`src/rtl/uart_msg_spam_pkg.sv`:
```
// Shared types for the repeating UART message transmitter.
// Holds the FSM encoding and the clocks-per-bit helper.
package uart_msg_spam_pkg;

    typedef enum logic [2:0] {
        S_IDLE,
        S_START,
        S_DATA,
        S_STOP,
        S_GAP
    } state_t;

    localparam int CntW = 8;

    // A tick fires DivIncr/2^DivWidth times per clock, so one bit lasts
    // 2^DivWidth/DivIncr clocks on average.
    function automatic int clk_per_bit(int div_width, int div_incr);
        return (1 << div_width) / div_incr;
    endfunction

endpackage

```
`src/rtl/uart_msg_spam_if.sv`:
```
// Message buffer write port bundle.
// The master side fills the buffer, the transmitter consumes it.
interface uart_msg_spam_if #(
    parameter int DataBits = 8,
    parameter int Depth    = 16
) ();

    logic                     wr_en;
    logic [$clog2(Depth)-1:0] wr_addr;
    logic [DataBits-1:0]      wr_data;

    modport master (output wr_en, wr_addr, wr_data);
    modport slave  (input  wr_en, wr_addr, wr_data);

endinterface

```
`src/rtl/uart_frac_tick.sv`:
```
// Fractional bit-rate divider: free-running accumulator,
// tick is the carry out of each addition.
module uart_frac_tick #(
    parameter int DivWidth = 15,
    parameter int DivIncr  = 314
) (
    input  logic clk,
    input  logic reset,
    output logic tick
);

    logic [DivWidth-1:0] acc;
    logic [DivWidth:0]   sum;

    assign sum  = {1'b0, acc} + (DivWidth+1)'(DivIncr);
    assign tick = sum[DivWidth];

    always_ff @(posedge clk) begin
        if (reset) acc <= '0;
        else       acc <= sum[DivWidth-1:0];
    end

endmodule

```
`src/rtl/uart_msg_spam.sv`:
```
// Repeating UART message transmitter: sends buffer[0..len-1]
// as framed characters, then an optional idle gap, forever.
module uart_msg_spam
    import uart_msg_spam_pkg::*;
#(
    parameter int DataBits = 8,
    parameter int Depth    = 16,
    parameter int DivWidth = 15,
    parameter int DivIncr  = 314,
    parameter int StopBits = 1,
    parameter int GapBits  = 0,
    parameter int InvertTx = 1
) (
    input  logic                     clk,
    input  logic                     reset,
    input  logic                     enable,
    input  logic [$clog2(Depth):0]   msg_len,
    uart_msg_spam_if.slave           wr,
    output logic                     tx,
    output logic                     busy,
    output logic [$clog2(Depth)-1:0] char_idx,
    output logic                     msg_done
);

    localparam int AW = $clog2(Depth);
    localparam int LW = AW + 1;
    localparam logic [CntW-1:0] DataLast = CntW'(DataBits - 1);
    localparam logic [CntW-1:0] StopLast = CntW'(StopBits - 1);
    localparam logic [CntW-1:0] GapLast  = CntW'(GapBits > 0 ? GapBits - 1 : 0);
    localparam logic [LW-1:0]   MaxLen   = LW'(Depth);

    logic [DataBits-1:0] mem [Depth];

    state_t              state, state_n;
    logic [CntW-1:0]     cnt, cnt_n;
    logic [AW-1:0]       idx, idx_n;
    logic [LW-1:0]       len, len_n;
    logic [DataBits-1:0] sh;
    logic                done, done_n;
    logic                ld, shift, eom, go, tick, line;

    uart_frac_tick #(
        .DivWidth(DivWidth),
        .DivIncr (DivIncr)
    ) u_tick (
        .clk  (clk),
        .reset(reset),
        .tick (tick)
    );

    assign go = enable && (msg_len != '0);

    // Buffer is never cleared by reset; it only changes on writes.
    always_ff @(posedge clk) begin
        if (wr.wr_en) mem[wr.wr_addr] <= wr.wr_data;
    end

    always_comb begin
        state_n = state;
        cnt_n   = cnt;
        idx_n   = idx;
        len_n   = len;
        ld      = 1'b0;
        shift   = 1'b0;
        eom     = 1'b0;
        done_n  = 1'b0;
        unique case (state)
            S_IDLE: ;
            S_START: if (tick) begin
                state_n = S_DATA;
                cnt_n   = '0;
            end
            S_DATA: if (tick) begin
                shift = 1'b1;
                if (cnt == DataLast) begin
                    state_n = S_STOP;
                    cnt_n   = '0;
                end else begin
                    cnt_n = cnt + 1'b1;
                end
            end
            S_STOP: if (tick) begin
                if (cnt != StopLast) begin
                    cnt_n = cnt + 1'b1;
                end else if ((LW'(idx) + LW'(1)) < len) begin
                    idx_n   = idx + 1'b1;
                    state_n = S_START;
                    ld      = 1'b1;
                end else if (GapBits > 0) begin
                    state_n = S_GAP;
                    cnt_n   = '0;
                end else begin
                    eom = 1'b1;
                end
            end
            S_GAP: if (tick) begin
                if (cnt == GapLast) eom = 1'b1;
                else                cnt_n = cnt + 1'b1;
            end
            default: state_n = S_IDLE;
        endcase
        // Leaving IDLE is not tick-gated, so the first start bit may be short.
        if ((state == S_IDLE || eom) && go) begin
            state_n = S_START;
            idx_n   = '0;
            len_n   = (msg_len > MaxLen) ? MaxLen : msg_len;
            ld      = 1'b1;
        end else if (eom) begin
            state_n = S_IDLE;
            idx_n   = '0;
        end
        done_n = eom;
    end

    always_ff @(posedge clk) begin
        if (reset) begin
            state <= S_IDLE;
            cnt   <= '0;
            idx   <= '0;
            len   <= '0;
            done  <= 1'b0;
            sh    <= '0;
        end else begin
            state <= state_n;
            cnt   <= cnt_n;
            idx   <= idx_n;
            len   <= len_n;
            done  <= done_n;
            if (ld)         sh <= mem[idx_n];
            else if (shift) sh <= sh >> 1;
        end
    end

    always_comb begin
        line = 1'b1;
        if (state == S_START)     line = 1'b0;
        else if (state == S_DATA) line = sh[0];
    end

    assign tx       = (InvertTx != 0) ? ~line : line;
    assign busy     = (state != S_IDLE);
    assign char_idx = idx;
    assign msg_done = done;

endmodule

```
`src/flat_wrapper.sv`:
```
// flat-port wrapper written by rule: the top's interface ports become plain ports
module uart_msg_spam_flat import uart_msg_spam_pkg::*;
#(
    parameter int DataBits = 8,
    parameter int Depth    = 16,
    parameter int DivWidth = 15,
    parameter int DivIncr  = 314,
    parameter int StopBits = 1,
    parameter int GapBits  = 0,
    parameter int InvertTx = 1
)
  (clk, reset, enable, msg_len, tx, busy, char_idx, msg_done, wr_wr_en, wr_wr_addr, wr_wr_data);
  uart_msg_spam_if #(.DataBits(DataBits), .Depth(Depth)) wr_i ();
  input  logic clk;
  input  logic reset;
  input  logic enable;
  input  logic [$clog2(Depth):0] msg_len;
  output logic tx;
  output logic busy;
  output logic [$clog2(Depth)-1:0] char_idx;
  output logic msg_done;
  input wire logic [$bits(wr_i.wr_en)-1:0] wr_wr_en;
  input wire logic [$bits(wr_i.wr_addr)-1:0] wr_wr_addr;
  input wire logic [$bits(wr_i.wr_data)-1:0] wr_wr_data;
  assign wr_i.wr_en = wr_wr_en;
  assign wr_i.wr_addr = wr_wr_addr;
  assign wr_i.wr_data = wr_wr_data;
  uart_msg_spam #(.DataBits(DataBits), .Depth(Depth), .DivWidth(DivWidth), .DivIncr(DivIncr), .StopBits(StopBits), .GapBits(GapBits), .InvertTx(InvertTx)) u_core (.clk(clk), .reset(reset), .enable(enable), .msg_len(msg_len), .wr(wr_i), .tx(tx), .busy(busy), .char_idx(char_idx), .msg_done(msg_done));
endmodule
```
`config.mk`:
```
export PLATFORM = sky130hd
export DESIGN_NAME = uart_msg_spam_flat
export DESIGN_NICKNAME = d
export VERILOG_FILES = /design/src/rtl/uart_msg_spam_pkg.sv /design/src/rtl/uart_msg_spam_if.sv /design/src/rtl/uart_frac_tick.sv /design/src/rtl/uart_msg_spam.sv /design/src/flat_wrapper.sv
export SDC_FILE = /design/constraint.sdc
export NUM_CORES = 1
export LEC_CHECK = 0
export BUFFER_PORTS_ARGS = -buffer_cell sky130_fd_sc_hd__buf_2
export CORE_MARGIN = 2
export CORE_UTILIZATION = 50
export DETAILED_ROUTE_END_ITERATION = 8
export PLACE_DENSITY = 0.7
export REMOVE_ABC_BUFFERS = 1
export SKIP_LAST_GASP = 1
export SLEW_MARGIN = 40
export SYNTH_ARGS = -nofsm -noshare
export SYNTH_HDL_FRONTEND = slang
export SYNTH_HIERARCHICAL = 1
export SYNTH_SLANG_ARGS = --single-unit
```
`constraint.sdc`:
```
create_clock -name clk -period 7.1 [get_ports clk]
set_input_delay 1.065 -clock clk [delete_from_list [all_inputs] [get_ports clk]]
set_output_delay 1.065 -clock clk [all_outputs]
set_load 0.1 [all_outputs]
```
==> impl_metrics.json <==
{
  "drive_gt1_share_pct": 15.31,
  "postCtsSetupRepairBufs": 0,
  "yosysMostFrequentCell": "edfxtp_1",
  "syn_to_final_growth_pct": 12.56,
  "maxSlewViolCount": 0,
  "final_area_sq_um": 8265,
  "firstDrtPassIters": 5,
  "tightest_slew_ps": 800.7,
  "critPathKind": "flip-flop to flip-flop",
  "grt_overflow_total": 0,
  "grt_pass1_wl_um": 26590,
  "fin_setup_tns_ps": 0,
  "ant_nets": 0,
  "postSynth.asyncResetShare_pct": 0,
  "min_period_ps": 3969,
  "num-fill-cells": 1144,
  "pre_cts_ws_ps": 3067,
  "crit_slowest_cell": "a21oi_4",
  "grt_pass1_vias": 4950,
  "maxCapViolations": 0,
  "dieHeight_um": 125.2,
  "drcViolationCount": 0,
  "finClkSkew_ps": 6.685,
  "leakagePower_nw": 2.803,
  "crit_path_start_kind": "flip-flop",
  "slew-limit-headroom_pct": 46.50,
  "ys_ff_latch": 170,
  "synth_top_cell_by_area": "edfxtp_1",
  "postSynthAreaPerCell_sq_um": 12.45,
  "place_inst": 780,
  "syn-cell-area_sq_um": 7343,
  "status": "finished clean",
  "synth_edf_count": 128,
  "setup_ws_ps": 3131,
  "wl_per_cell_um": 20.29,
  "cts_resized": 0,
  "netlist_top_cells_area": "edfxtp_1 (52%), dfxtp_1 (11%), nand2_1 (3.3%)",
  "synthCells": 590,
  "antenna_found_initial": 0,
  "synth_top_area_share_pct": 52.34,
  "cp.arrival_ps": 4290,
  "vias_per_cell": 6.254,
  "cts_buffers": 17,
  "p_per_area_nw_per_um2": 286.6,
  "cts_hold_buf": 0,
  "gp_congestion": 0.9147,
  "timing.fmax_mhz": 251.9,
  "yosys_warnings": 6,
  "synth_flop_cell": "edfxtp_1",
  "diodes": 0,
  "cts-root-buf": "clkbuf_16",
  "ios": 28,
  "grt_usage_pct": 21.95,
  "fin_util_pct": 57.30,
  "finalPower_mw": 2.369,
  "dieArea_sq_um": 15670,
  "routed_wl_um": 16450,
  "worst_setup_path_end_kind": "flip-flop",
  "ys_seq_area_share_pct": 63.79,
  "timing.final.crit_share_pct": 55.90,
  "clkSinkCount": 170,
  "cp_max_fo": 26,
  "ys_types": 65,
  "cp_num_buf_inv": 0,
  "stdcell_count": 811,
  "coreArea_sq_um": 14420,
  "clk_pin_slew_worst_paths_ps": 60,
  "rsz0062_at_grt": "false",
  "via_count": 5072,
  "cts_tree": "built",
  "fin_worst_hold_slack_ps": 460.6,
  "critical_path.max_stage_delay_ps": 640,
  "floorplan.initialDensity_pct": 50.91,
  "io_buffers": 27,
  "cp.required_ps": 7420,
  "hpwl_um": 10930,
  "clk_latency_ps": 430,
  "hold_violations": 0,
  "crit_chain": "ha_1 > or4_4 > a31o_4 > and3_2 > or4b_1 > nor3_4 > o31ai_2 > a21oi_4 > o22ai_1 > a311oi_1 > nor3_1 > a221oi_1",
  "grt_max_degree": 41,
  "path_delay_family": "compound AO/OA/AOI/OAI gates",
  "yosys-top-cells-count": "edfxtp_1 (128), nand2_1 (64), nor2_1 (53)",
  "setup_violations": 0,
  "peakVddDrop_mv": 0.1696,
  "fp.dieW_um": 125.2,
  "num_rows": 44,
  "first_iter_violations": 727,
  "dpl_cell_area_sq_um": 7660,
  "clockBufferDepth": 2,
  "htree_levels": 4,
  "hold_path.class": "flip-flop to flip-flop",
  "finalNetCount": 650
}
## registers in the layout (all words and copies together), names as in the netlist
register           cells
u_core/mem           128
u_core/state           2
u_core/msg_done        1
u_core/cnt             8
u_core/char_idx        4
u_core/u_tick/acc     14
u_core/sh              8
u_core/len             5
## worst min-delay path, delay by kind of cell (launching register included)
kind / cells / cell delay (ps)
AO/OA/AOI/OAI: 1 / 50
AND/OR/NAND/NOR: 1 / 50
flip-flops: 1 / 310
## cell usage in the layout, fill, tap and decap left out, types with 4 or more instances in the layout
master     count
a221oi_1      10
inv_1         21
a211oi_1      18
edfxtp_1     128
clkinv_4       5
nand4_1        4
nand3_1       18
ha_1          14
nor2_1        45
o21ai_0        8
xor2_1         8
o22ai_1       19
nor2_2         8
nand3b_1       6
and3_1         5
xnor2_1        8
o221ai_1       4
a31oi_1        9
a21oi_1       17
dfxtp_1       42
nand2_1       64
nor4_1         4
buf_2         27
o22a_1         7
nor3_1        10
clkbuf_16     17
a311oi_1      11
mux2i_1       21
## routing by layer
layer / part of all wire, % / track usage [%] / vias up / wire length (um)
li1: - / - / 2323 / -
met1: 43 / 30.20 / 2456 / 7110
met2: 47 / 34.69 / 267 / 7716
met3: 8.0 / 4.707 / 26 / 1322
met4: 1.8 / 8.105 / 0 / 303
met5: 0 / 0 / - / 0
## final cells by class
| type | instances | area [sq um] | area share (%) |
|---|---|---|---|
| inverter | 21 | 78.83 | 0.9537 |
| multi-input combinational | 376 | 2539 | 30.71 |
| sequential | 170 | 4684 | 56.68 |
| clock inverter | 14 | 157.7 | 1.907 |
| tap | 184 | 230.2 | 2.785 |
| clock buffer | 17 | 425.4 | 5.147 |
| timing repair buffer | 29 | 150.1 | 1.817 |
## path summary, 6_finish.rpt
path / startpoint / endpoint / slack (ps) / cells after the start
worst max-delay path: u_core/u_tick/acc[1] / u_core/sh[1] / 3130 / 12
worst min register to register: u_core/len[0] / u_core/len[0] / 460 / 2
worst max register to register: u_core/u_tick/acc[1] / u_core/sh[1] / 3130 / 12
worst min-delay path: u_core/len[0] / u_core/len[0] / 460 / 2
## report_power, final
part / internal (mW) / switching, mW / total, mW
registers: 1.11 / 0.0329 / 1.15
logic: 0.105 / 0.219 / 0.324
clock network: 0.496 / 0.403 / 0.899
## logic make-up after synthesis
family	share of synthesized area, %
XOR/XNOR	1.908
flip-flops	63.79
adder cells (fa/ha/maj)	2.385
AO/OA/AOI/OAI	13.67
AND/OR/NAND/NOR	12.74
multiplexers	3.016
buffers and inverters	2.488
Power figures use the tool's default switching activity.
